===== config.mk =====
export PLATFORM = sky130hd
export DESIGN_NAME = mult_operand_sequencer_flat
export DESIGN_NICKNAME = d
export VERILOG_FILES = /design/src/rtl/mult_operand_sequencer_pkg.sv /design/src/rtl/mult_operand_sequencer_if.sv /design/src/rtl/mult_operand_sequencer.sv /design/src/flat_wrapper.sv
export SDC_FILE = /design/constraint.sdc
export NUM_CORES = 1
export LEC_CHECK = 0
export ABC_AREA = 1
export CORE_MARGIN = 5
export CORE_UTILIZATION = 39
export DETAILED_ROUTE_END_ITERATION = 8
export PLACE_DENSITY = 0.81
export SYNTH_ARGS = -nofsm -noshare
export SYNTH_HDL_FRONTEND = slang
export SYNTH_SLANG_ARGS = --single-unit

===== constraint.sdc =====
create_clock -name clk -period 1.2 [get_ports clk]
set_input_delay 0.12 -clock clk [delete_from_list [all_inputs] [get_ports clk]]
set_output_delay 0.12 -clock clk [all_outputs]
set_load 0.005 [all_outputs]

===== src/rtl/mult_operand_sequencer_pkg.sv =====
// Shared constants and state encoding for the multiplier operand sequencer.
// CHECK has a fixed code so the encoding does not depend on whether resampling is built in.
package mult_pkg;

    localparam int MULT_WIDTH   = 4;
    localparam int SETTLE_MIN   = 1;
    localparam int SETTLE_MAX   = 15;
    localparam int SETTLE_CNT_W = 4;

    typedef enum logic [1:0] {
        ST_IDLE   = 2'b00,
        ST_SETTLE = 2'b01,
        ST_CHECK  = 2'b10,
        ST_HOLD   = 2'b11
    } mult_state_e;

    function automatic bit settle_cycles_legal(input int n);
        return (n >= SETTLE_MIN) && (n <= SETTLE_MAX);
    endfunction

endpackage


===== src/rtl/mult_operand_sequencer_if.sv =====
// Operand capture, array-multiplier link and result handshake of the operand sequencer.
// slave: the sequencer side; master: the requester/consumer driving start and ready.
interface mult_operand_sequencer_if
    import mult_pkg::*;
#(
    parameter int WIDTH = MULT_WIDTH
);
    logic                 start_i;
    logic [WIDTH-1:0]     a_i;
    logic [WIDTH-1:0]     b_i;
    logic                 busy_o;
    logic [WIDTH-1:0]     mul_a_o;
    logic [WIDTH-1:0]     mul_b_o;
    logic [2*WIDTH-1:0]   mul_p_i;
    logic [2*WIDTH-1:0]   result_o;
    logic                 out_valid_o;
    logic                 out_ready_i;
    logic                 err_o;

    modport slave (
        input  start_i, a_i, b_i, mul_p_i, out_ready_i,
        output busy_o, mul_a_o, mul_b_o, result_o, out_valid_o, err_o
    );

    modport master (
        output start_i, a_i, b_i, mul_p_i, out_ready_i,
        input  busy_o, mul_a_o, mul_b_o, result_o, out_valid_o, err_o
    );

endinterface


===== src/rtl/mult_operand_sequencer.sv =====
// Holds operands on the array multiplier, samples the product SETTLE_CYCLES edges after start
// (one more with MULT_RESAMPLE_EN), and holds it under valid/ready until taken; start is ignored while busy.
module mult_operand_sequencer
    import mult_pkg::*;
#(
    parameter int WIDTH         = MULT_WIDTH,
    parameter int SETTLE_CYCLES = 2
) (
    input  logic                      clk,
    input  logic                      rst,
    mult_operand_sequencer_if.slave   bus
);

    localparam logic [1:0] S_IDLE   = ST_IDLE;
    localparam logic [1:0] S_SETTLE = ST_SETTLE;
    localparam logic [1:0] S_CHECK  = ST_CHECK;
    localparam logic [1:0] S_HOLD   = ST_HOLD;

    localparam logic [SETTLE_CNT_W-1:0] CNT_INIT = SETTLE_CNT_W'(SETTLE_CYCLES - 1);

    if (!settle_cycles_legal(SETTLE_CYCLES)) begin : g_bad_settle
        $error("mult_operand_sequencer: SETTLE_CYCLES must lie in 1..15");
    end

    logic [1:0]              r_state;
    logic [SETTLE_CNT_W-1:0] r_cnt;
    logic [WIDTH-1:0]        r_mul_a;
    logic [WIDTH-1:0]        r_mul_b;
    logic [2*WIDTH-1:0]      r_result;
    logic                    r_valid;
`ifdef MULT_RESAMPLE_EN
    logic [2*WIDTH-1:0]      r_sample;
    logic                    r_err;
`endif

    always_ff @(posedge clk or posedge rst) begin
        if (rst) begin
            r_state  <= S_IDLE;
            r_cnt    <= '0;
            r_mul_a  <= '0;
            r_mul_b  <= '0;
            r_result <= '0;
            r_valid  <= 1'b0;
`ifdef MULT_RESAMPLE_EN
            r_sample <= '0;
            r_err    <= 1'b0;
`endif
        end else begin
            case (r_state)
                S_IDLE: begin
                    if (bus.start_i) begin
                        r_mul_a <= bus.a_i;
                        r_mul_b <= bus.b_i;
                        r_cnt   <= CNT_INIT;
                        r_state <= S_SETTLE;
                    end
                end
                S_SETTLE: begin
                    if (r_cnt != '0) begin
                        r_cnt <= r_cnt - 1'b1;
                    end else begin
`ifdef MULT_RESAMPLE_EN
                        r_sample <= bus.mul_p_i;
                        r_state  <= S_CHECK;
`else
                        r_result <= bus.mul_p_i;
                        r_valid  <= 1'b1;
                        r_state  <= S_HOLD;
`endif
                    end
                end
`ifdef MULT_RESAMPLE_EN
                // A product still moving one cycle after settling flags an undersized SETTLE_CYCLES.
                S_CHECK: begin
                    r_result <= bus.mul_p_i;
                    r_valid  <= 1'b1;
                    if (bus.mul_p_i != r_sample) begin
                        r_err <= 1'b1;
                    end
                    r_state <= S_HOLD;
                end
`endif
                S_HOLD: begin
                    if (bus.out_ready_i) begin
                        r_valid <= 1'b0;
                        r_state <= S_IDLE;
                    end
                end
                default: begin
                    r_state <= S_IDLE;
                    r_valid <= 1'b0;
                end
            endcase
        end
    end

    assign bus.busy_o      = (r_state != S_IDLE);
    assign bus.mul_a_o     = r_mul_a;
    assign bus.mul_b_o     = r_mul_b;
    assign bus.result_o    = r_result;
    assign bus.out_valid_o = r_valid;
`ifdef MULT_RESAMPLE_EN
    assign bus.err_o       = r_err;
`else
    assign bus.err_o       = 1'b0;
`endif

endmodule


===== src/flat_wrapper.sv =====
// flat-port wrapper written by rule: the top's interface ports become plain ports
module mult_operand_sequencer_flat import mult_pkg::*;
#(
    parameter int WIDTH         = MULT_WIDTH,
    parameter int SETTLE_CYCLES = 2
)
  (clk, rst, bus_start_i, bus_a_i, bus_b_i, bus_mul_p_i, bus_out_ready_i, bus_busy_o, bus_mul_a_o, bus_mul_b_o, bus_result_o, bus_out_valid_o, bus_err_o);
  mult_operand_sequencer_if #(.WIDTH(WIDTH)) bus_i ();
  input  logic clk;
  input  logic rst;
  input wire logic [$bits(bus_i.start_i)-1:0] bus_start_i;
  input wire logic [$bits(bus_i.a_i)-1:0] bus_a_i;
  input wire logic [$bits(bus_i.b_i)-1:0] bus_b_i;
  input wire logic [$bits(bus_i.mul_p_i)-1:0] bus_mul_p_i;
  input wire logic [$bits(bus_i.out_ready_i)-1:0] bus_out_ready_i;
  output wire logic [$bits(bus_i.busy_o)-1:0] bus_busy_o;
  output wire logic [$bits(bus_i.mul_a_o)-1:0] bus_mul_a_o;
  output wire logic [$bits(bus_i.mul_b_o)-1:0] bus_mul_b_o;
  output wire logic [$bits(bus_i.result_o)-1:0] bus_result_o;
  output wire logic [$bits(bus_i.out_valid_o)-1:0] bus_out_valid_o;
  output wire logic [$bits(bus_i.err_o)-1:0] bus_err_o;
  assign bus_i.start_i = bus_start_i;
  assign bus_i.a_i = bus_a_i;
  assign bus_i.b_i = bus_b_i;
  assign bus_i.mul_p_i = bus_mul_p_i;
  assign bus_i.out_ready_i = bus_out_ready_i;
  assign bus_busy_o = bus_i.busy_o;
  assign bus_mul_a_o = bus_i.mul_a_o;
  assign bus_mul_b_o = bus_i.mul_b_o;
  assign bus_result_o = bus_i.result_o;
  assign bus_out_valid_o = bus_i.out_valid_o;
  assign bus_err_o = bus_i.err_o;
  mult_operand_sequencer #(.WIDTH(WIDTH), .SETTLE_CYCLES(SETTLE_CYCLES)) u_core (.clk(clk), .rst(rst), .bus(bus_i));
endmodule

* Word-level counts from Yosys, hierarchy flattened *
Index checks and enable logic that the tools add are counted.

word-level totals
  register bits = 23
  latch bits = 0
  RAM bits = 0
  memory bits (read-only) = 0
  output and inout bits = 19
  memories kept = 0

cells by class
  add/subtract/negate cells = 1
  $mul = 0
  divide/modulo/power cells = 0
  magnitude comparators = 0
  equal/unequal tests = 6
  shifts and indexed selects = 0
  mux-type cells = 10
  bitwise logic cells = 2
  reduce and logical (&&, ||, !) cells = 9

operators by type and width
  kind                 count
  $reduce_and 3->1     3
  $mux 4               2
  $pmux 4 s2           1
  $mux 2               3
  $ne 2x2->1 const B   3
  $pmux 2 s3           1
  $reduce_and 2->1     2
  $reduce_bool 2->1    2
  $reduce_bool 4->1    1
  $sub 4x1->4 const B  1
  $pmux 1 s3           1
  $eq 2x1->1 const B   1
  $eq 2x2->1 const B   1
  $logic_not 2->1      1
  $mux 1               2
  $ne 2x1->1 const B   1
  $not 1->1            2

* Logic depth before layout (Yosys ltp) *
Gate-level depths: netlist (run 1).

  depth after elaboration = 3
  gate-level depth with buffers = 7
  gate-level depth less buffers = 7

* Worst setup path before layout (run 1) *
No wires, ideal clock.

  path type = reg-to-reg
  start = register u_core.r_cnt[0]
  end = register u_core.r_cnt[0]
  library setup time = 117 ps
  arrival = 1058 ps
  data required time = 1083 ps
  path slack = 25 ps
  cell stages (with the launch flop) = 8
  period minus slack after synthesis = 1175 ps
  path through = dfrtp_1 > inv_1 > ha_1 > nand2_1 > nand2_2 > nand2_2 > nor2_1 > nor2_1

on the way
  cells in the longest elaborated chain, start to end = 3
  elaborated cells between the ends (all ways) = 6
  classes of those cells = add/sub: 1; eq/ne: 1; mux: 2; reduce/logical: 2

RTL lines
  element                                                  RTL line                                                    source
  from (decl)                                              mult_operand_sequencer.sv:26                                logic [SETTLE_CNT_W-1:0] r_cnt;
  from (signal assigned)                                   mult_operand_sequencer.sv:60                                r_cnt <= r_cnt - 1'b1;
  $sub 4x1->4 / $reduce_bool 4->1 (equally long branches)  mult_operand_sequencer.sv:60, mult_operand_sequencer.sv:59
  $mux 4 / $ne 2x1->1 (equally long branches)              n/a
  $pmux 4 s2 / $reduce_and 3->1 (equally long branches)    n/a

Several ways; a longest one is shown, not always the timed one. The select of a mux whose other input is x is not followed.
A chain may end at the register's enable or synchronous reset.

* Final worst setup path (run 1) *
  start = register u_core.r_state[1]
  end = register u_core.r_cnt[3]

on the way
  cells in the longest elaborated chain, start to end = 3
  elaborated cells between the ends (all ways) = 7
  classes of those cells = eq/ne: 3; mux: 1; reduce/logical: 3

RTL lines
  element                                               RTL line                      source
  from (decl)                                           mult_operand_sequencer.sv:25  logic [1:0] r_state;
  from (signal assigned)                                mult_operand_sequencer.sv:38  r_state <= S_IDLE;
  from (signal assigned)                                mult_operand_sequencer.sv:55  r_state <= S_SETTLE;
  from (signal assigned)                                mult_operand_sequencer.sv:68  r_state <= S_HOLD;
  $eq 2x1->1 / $logic_not 2->1 (equally long branches)  mult_operand_sequencer.sv:49  case (r_state)
  $ne 2x1->1 (no line) (tied with other cells)          n/a
  $reduce_and 3->1 (no line)                            n/a

Several ways; a longest one is shown, not always the timed one.

==> summary.md, run 1 <==
| Metric | Value |
|---|---|
| First-pass GRT wire length | `4460 um` |
| Rows | `19` |
| Register bit total from synthesis | `23` |
| Fin worst setup slack | `-0.0134 ns` |
| WL per Instance | `13.0 um` |
| Clk sinks | `23` |
| Filler cell count | `227` |
| Area Overhead vs Synth | `65.6%` |
| Failing checks | `setup timing` |
| Hold_ws | `0.129 ns` |
| Multiplexer area fraction after synthesis | `0%` |
| Synth Area in Compound Gates | `8.13%` |
| Slew Viols, Final | `0` |
| # DRC | `0` |
| DR vias | `1016` |
| Mapped Area | `0.00106 mm^2` |
| Static leakage | `0.000914 uW` |
| Routability cong. | `0.779` |
| Num CTS Buffers | `3` |
| Final WL | `2780 um` |
| Core Area | `0.00269 mm^2` |
| Post-Synth Adder-Cell Area | `2.36%` |
| Initial antenna violation count | `0` |
| PD cells | `2460 mW/mm^2` |
| Die area | `0.00387 mm^2` |
| Largest net degree at the start of global routing | `24` |
| Min Tclk post-route | `1.21 ns` |
| Vias/cell | `4.75` |
| Final setup fails | `1` |
| Kind of critical path | `reg2reg` |
| Post-Syn Nets | `139` |
| Ant. Diodes | `0` |
| Average footprint of a synthesized cell | `9.08 um^2` |
| Final Hold Fails | `0` |
| FFs w/ async S/R, synth | `100%` |
| Crit path max-delay family | `flip-flops` |
| Synth warn | `0` |
| Max VDD drop | `0.00173 V` |
| Synth cell types | `20` |
| Share of layout cells above drive strength 1 | `31.1%` |
| Top cells by area, synth | `dfrtp_1, nand2_1, o21ai_2` |
| Hold crit path type | `in2async` |
| Grt ovf | `0` |
| Worst-path clk slew | `0.12 ns` |
| Die W | `62.2 um` |
| Worst-path cell chain | `buf_6, nor2_4, buf_12, buf_6, nand4_1, nand2_1, nor2_1` |
| CP most frequent cell | `buf_6` |
| Area of the multi-input gates | `498 um^2` |
| Slowest CP cell | `dfrtp_1` |
| CP peak stage delay | `0.42 ns` |
| Critical Path RT | `1.41 ns` |
| CP endpoint kind | `register` |
| Routed Antenna Nets | `0` |
| XOR/XNOR share of the synthesized area | `0.824%` |
| Final Skew | `0.00491 ns` |
| EDFF count, synth | `0` |
| I/O Buffers | `37` |
| Drt pass-1 iters | `4` |
| Syn Inst Count | `117` |
| Critical Path Fanout Max | `6` |
| TritonCTS clock tree | `built` |
| Die height | `62.2 um` |
| Top Ports | `39` |
| TNS Setup | `-0.0134 ns` |
| Simple-gate share of the synthesized area | `26.0%` |
| Root Buffer | `clkbuf_4` |
| Final Cycle Share | `101%` |
| Status | `finished, violations left` |
| Most numerous cell in the Yosys netlist | `nand2_1` |
| CP Launch Type | `register` |
| Worst-Skew Late Latency | `0.31 ns` |
| CTS H-tree lvls | `1` |
| Register area share after synthesis | `54.2%` |
| Maximum clock rate | `0.824 GHz` |
| Vias in the first global route | `1024` |
| Yosys top cell by area | `dfrtp_1` |
| Starting density of the core | `39.5%` |
| Worst Path Arrival | `1.43 ns` |
| Commonest cells in the netlist | `nand2_1, dfrtp_1, inv_1` |
| Yosys top cell area share | `54.2%` |
| Buffers & Inverters on Critical Path | `3` |
| Dpl hpwl | `1850 um` |
| Largest family of logic cells by synthesized area | `simple AND/OR/NAND/NOR gates` |
| CTS Hold Bufs | `0` |
| Iter 0 DRT Violations | `20` |
| RSZ-0062 raised after global routing | `yes` |
| Total Routing Usage GR | `13.9%` |
| Clk buf depth | `2` |
| Nets | `206` |
| Max_cap viols | `0` |
| Post-synth top flop | `dfrtp_1` |
| FF+latch area | `576 um^2` |
tightest hold or removal path: stages:
cell	delay [ns]
clkdlybuf4s50_1	0.39
inv_1	0.05
buf_4	0.28
through the flow:
| stage | cell area, um^2 | worst slack [ns] | utilization, % | total power (uW) | cells |
|---|---|---|---|---|---|
| global placement | 1490 | -0.0233 | 55.3 | 3200 | 188 |
| CTS | 1630 | -0.0146 | 60.8 | 3870 | 206 |
| floorplan | 1060 | 0.0254 | - | 2380 | 117 |
| detailed placement | 1490 | -0.0934 | 55.3 | 3300 | 188 |
| finish | 1760 | -0.0134 | 65.5 | 4320 | 214 |
| global route | 1760 | -0.0657 | 65.5 | 4690 | 214 |
final cells by class:
class	count	share of cell area (%)
Sequential cell	23	32.7
Timing Repair Buffer	62	32.0
Multi-Input combinational cell	79	28.3
Inverter	15	3.20
Tap cell	31	2.20
Clock buffer	3	1.28
Clock inverter	1	0.284
repair_timing:
item,CTS,global route
resized for setup,27,12
endpoints found under the setup margin,31,22
buffers inserted,13,6
pin swaps,5,6
cloned,1,2
placed cells by master (no fill, tap or decap), types with 3 or more instances in the layout:
master           count
inv_2                5
o21ai_2              8
nor2_1               8
dlygate4sd2_1       17
buf_4               19
nand3_4              4
dfrtp_1             23
buf_6                5
clkdlybuf4s50_1     19
nand2_1             40
clkbuf_4             3
inv_1               10
nand3_1              3
worst paths after layout:
path / from / slack [ns] / depth (start not counted) / end
setup / recovery: u_core.r_state[1] / -0.01 / 7 / u_core.r_cnt[3]
setup reg to reg: u_core.r_state[1] / -0.01 / 7 / u_core.r_cnt[3]
hold / removal: rst / 0.13 / 3 / u_core.bus.mul_b_o[2]
hold reg to reg: u_core.bus.out_valid_o / 0.49 / 2 / u_core.bus.out_valid_o
max in group asynchronous: rst / 0.85 / 3 / u_core.bus.result_o[6]
min in group clk: bus_b_i[3] / 0.33 / 3 / u_core.bus.mul_b_o[3]
cells by family after synthesis:
| kind of cell | after synthesis |
|---|---|
| compound gates | 11 |
| fa+ha+maj | 2 |
| buf+inv | 18 |
| other cells | 1 |
| simple gates | 61 |
| flops | 23 |
| xor+xnor | 1 |
power by group:
part           internal [uW]  switching, uW  leakage, uW
clock                    124            225    0.0000177
combinational           1360           1250     0.000614
sequential              1140            220     0.000282
total                   2620           1700     0.000914
sequential cells by signal, summed over array words and instances, names as in the netlist:
register and count:
u_core.r_state 2, u_core.bus.mul_b_o 4, u_core.r_cnt 4, u_core.bus.mul_a_o 4
u_core.bus.out_valid_o 1, u_core.bus.result_o 8
routing by layer:
| metal | share of wire, % | vias up | GRT usage, % |
|---|---|---|---|
| met4 | 0.83 | 0 | 5.69 |
| met1 | 38 | 485 | 15.3 |
| met3 | 4.5 | 4 | 2.16 |
| met2 | 56 | 26 | 25.8 |
| met5 | 0 | - | 0 |
| li1 | - | 501 | - |
Note: power is estimated with default switching activity, not from simulation.
==> run 2, diff against run 1 <==
CORE_UTILIZATION = 41   (was 39)
CTS_BUF_LIST = sky130_fd_sc_hd__clkbuf_4 sky130_fd_sc_hd__clkbuf_8   (was unset)
PLACE_DENSITY = 0.85   (was 0.81)
SKIP_CTS_REPAIR_TIMING = 1   (was unset)
TNS_END_PERCENT = 30   (was unset)
==> run 2 against run 1 <==
Effect of this change: utilization is 2.7 points higher; hold slack worse by 0.0085 ns; sequential share of layout area rose by 1.4 points; the run still ends with setup timing left; count of clock-buffer cells in the layout unchanged; total power decreased by 7.0%; highest routed layer unchanged.
==> summary.md, run 2 (synthesis gave the netlist of run 1 again) <==
| Metric | Value |
|---|---|
| Failing checks | `setup timing` |
| RSZ-0062 raised after global routing | `yes` |
| M3 GR Usage | `3.62% (+1.5 points)` |
| Nets | `192 (-6.8%)` |
| Worst flop-to-flop path endpoint | `u_core.bus.result_o[1]` |
| Static leakage | `0.00101 uW (+11%)` |
| Vias in the first global route | `948 (-7.4%)` |
| Core Area | `0.00248 mm^2 (-7.8%)` |
| CP peak stage delay | `0.43 ns (about the same)` |
| Min Tclk post-route | `1.29 ns (+0.0816 ns)` |
| Ant. Diodes | `0 (unchanged)` |
| Kind of critical path | `reg2reg` |
| Clk pwr share | `9.1% (+1.0 points)` |
| CP Launch Point | `u_core.r_state[1]` |
| Critical Path Fanout Max | `18 (+12)` |
| # DRC | `0 (unchanged)` |
| Area of placed instances | `0.00149 mm^2 (+0.42%)` |
| Met1 Usage GRT | `17.7% (+2.4 points)` |
| GR peak layer | `met2` |
| Fin worst setup slack | `-0.0949 ns (-0.0816 ns)` |
| Die area | `0.00371 mm^2 (-4.1%)` |
| PD cells | `2380 mW/mm^2 (-3.3%)` |
| WL per Instance | `12.7 um (-2.2%)` |
| CP Launch Type | `register` |
| Worst r2r path cells | `5 (-2)` |
| Met2 Use GR | `24.6% (-1.2 points)` |
| Slowest CP cell | `dfrtp_1` |
| CP endpoint kind | `register` |
| Share of layout cells above drive strength 1 | `26.0% (-5.1 points)` |
| DP Worst Slack | `-0.119 ns (-0.0257 ns)` |
| Die height | `60.9 um (-2.1%)` |
| TritonCTS clock tree | `built` |
| Flop pwr share | `34.0% (+2.6 points)` |
| I/O Buffers | `37 (unchanged)` |
| Max VDD drop | `0.00159 V (-7.9%)` |
| Routed Antenna Nets | `0 (unchanged)` |
| Rows | `18 (-1)` |
| Largest net degree at the start of global routing | `24 (unchanged)` |
| Dpl hpwl | `1830 um (-0.87%)` |
| CTS H-tree lvls | `1 (unchanged)` |
| R2R setup slack | `-0.09 ns (-0.08 ns)` |
| Hold crit path type | `in2async` |
| Worst Path Arrival | `1.50 ns (+0.07 ns)` |
| Combinational power share | `56.8% (-3.7 points)` |
| Num CTS Buffers | `3 (unchanged)` |
| Starting density of the core | `42.9% (+3.3 points)` |
| Vias/cell | `4.72 (-0.61%)` |
| Final WL | `2530 um (-9.1%)` |
| Routability cong. | `0.819 (+5.1%)` |
| Initial antenna violation count | `0 (unchanged)` |
| Internal power | `2470 uW (-5.9%)` |
| Filler cell count | `194 (-15%)` |
| Max_cap viols | `0 (unchanged)` |
| Root Buffer | `clkbuf_4` |
| Final Hold Fails | `0 (unchanged)` |
| Most frequent cells in the layout | `nand2_1, dfrtp_1, clkdlybuf4s50_1, dlymetal6s2s_1, buf_4` |
| Final cell count without fillers | `199 (-7.0%)` |
| Drt pass-1 iters | `4 (unchanged)` |
| Worst-Skew Late Latency | `0.32 ns (about the same)` |
| Grt ovf | `0 (unchanged)` |
| Top Ports | `39 (unchanged)` |
| Reg2Reg Launch Point | `u_core.r_state[1]` |
| Psw | `1550 uW (-8.9%)` |
| Slew Viols, Final | `0 (unchanged)` |
| Clk buf depth | `2 (unchanged)` |
| Final instance area | `0.00169 mm^2 (-3.9%)` |
| Final setup fails | `10 (+9)` |
| Critical Path RT | `1.40 ns (about the same)` |
| Total Routing Usage GR | `14.6% (+0.74 points)` |
| Area Overhead vs Synth | `59.1%` |
| First-pass GRT wire length | `4000 um (-10%)` |
| Worst-path clk slew | `0.14 ns (+0.02 ns)` |
| Clk sinks | `23 (unchanged)` |
| Max FFs per register | `8 (unchanged)` |
| Most common cell after layout, fill and taps aside | `nand2_1` |
| Sw Share | `38.5% (-0.77 points)` |
| Placed Instances | `188 (unchanged)` |
| DR vias | `939 (-7.6%)` |
| Status | `finished, violations left` |
| Hold_ws | `0.121 ns (-0.00846 ns)` |
| Die W | `60.9 um (-2.1%)` |
| Maximum clock rate | `0.772 GHz (-6.3%)` |
| Iter 0 DRT Violations | `14 (-30%)` |
| Final Skew | `0.0189 ns (+0.0140 ns)` |
| Final Cycle Share | `108% (+6.8 points)` |
| Worst-path cell chain | `buf_6, nor2_4, nand3_4, nand2_1, o21ai_2` |
[run 2: cell types whose count changed in the layout (fill, tap and decap cells not counted), moves of 2 or more]
cell	delta
buf_4	-7
buf_6	-3
dlygate4sd2_1	-17
dlymetal6s2s_1	+18
nand3_4	-2
[run 2: metal layers]
layer / up-vias / wire length [um]
li1: 461 / -
met1: 440 / 958
met2: 31 / 1350
met3: 7 / 163
met4: 0 / 57
met5: - / 0
[run 2: layout make-up]
cell class / instances / area, um^2 / area share (%)
flip-flops and latches: 23 / 577 / 34.1
repair buffers: 51 / 528 / 31.2
multi-input cells: 76 / 464 / 27.5
inverters: 15 / 56.3 / 3.33
well taps: 30 / 37.5 / 2.22
clock buffers: 3 / 22.5 / 1.33
clock inverters: 1 / 5.00 / 0.296
[run 2: worst max-delay path: cells and delay by family, from the launching register on]
kind | cells | cell delay [ns]
and+or+nand+nor | 3 | 0.56
DFF | 1 | 0.43
buffers and inverters | 1 | 0.13
AOI/OAI and AO/OA | 1 | 0.07
[run 2: through the flow]
stage | total power (uW) | TNS [ns] | util [%]
6_report | 4020 | -0.419 | 68.2
5_1_grt | 4350 | -1.46 | 68.2
4_1_cts | 3700 | -3.70 | 61.4
3_5_place_dp | 3320 | -0.835 | 60.3
3_3_place_gp | 3220 | -0.0427 | 60.3
2_1_floorplan | 2380 | 0 | -
[run 2: worst max-delay path by stage]
stage / end / slack (ns) / depth (start not counted)
3_3_place_gp: u_core.r_cnt[2] / -0.02 / 5
4_1_cts: bus_busy_o / -0.39 / 3
6_report: u_core.bus.result_o[1] / -0.09 / 5
5_1_grt: u_core.bus.result_o[1] / -0.19 / 5
2_1_floorplan: u_core.r_cnt[0] / 0.03 / 7
3_5_place_dp: u_core.r_cnt[2] / -0.12 / 5
[run 2: power by group through the flow]
stage	sequential, uW	combinational [uW]	clock, uW
finish	1370	2280	367
global route	1410	2530	412
CTS	1370	1950	380
detailed placement	1380	1940	0
global placement	1370	1840	0
floorplan	1380	1000	0
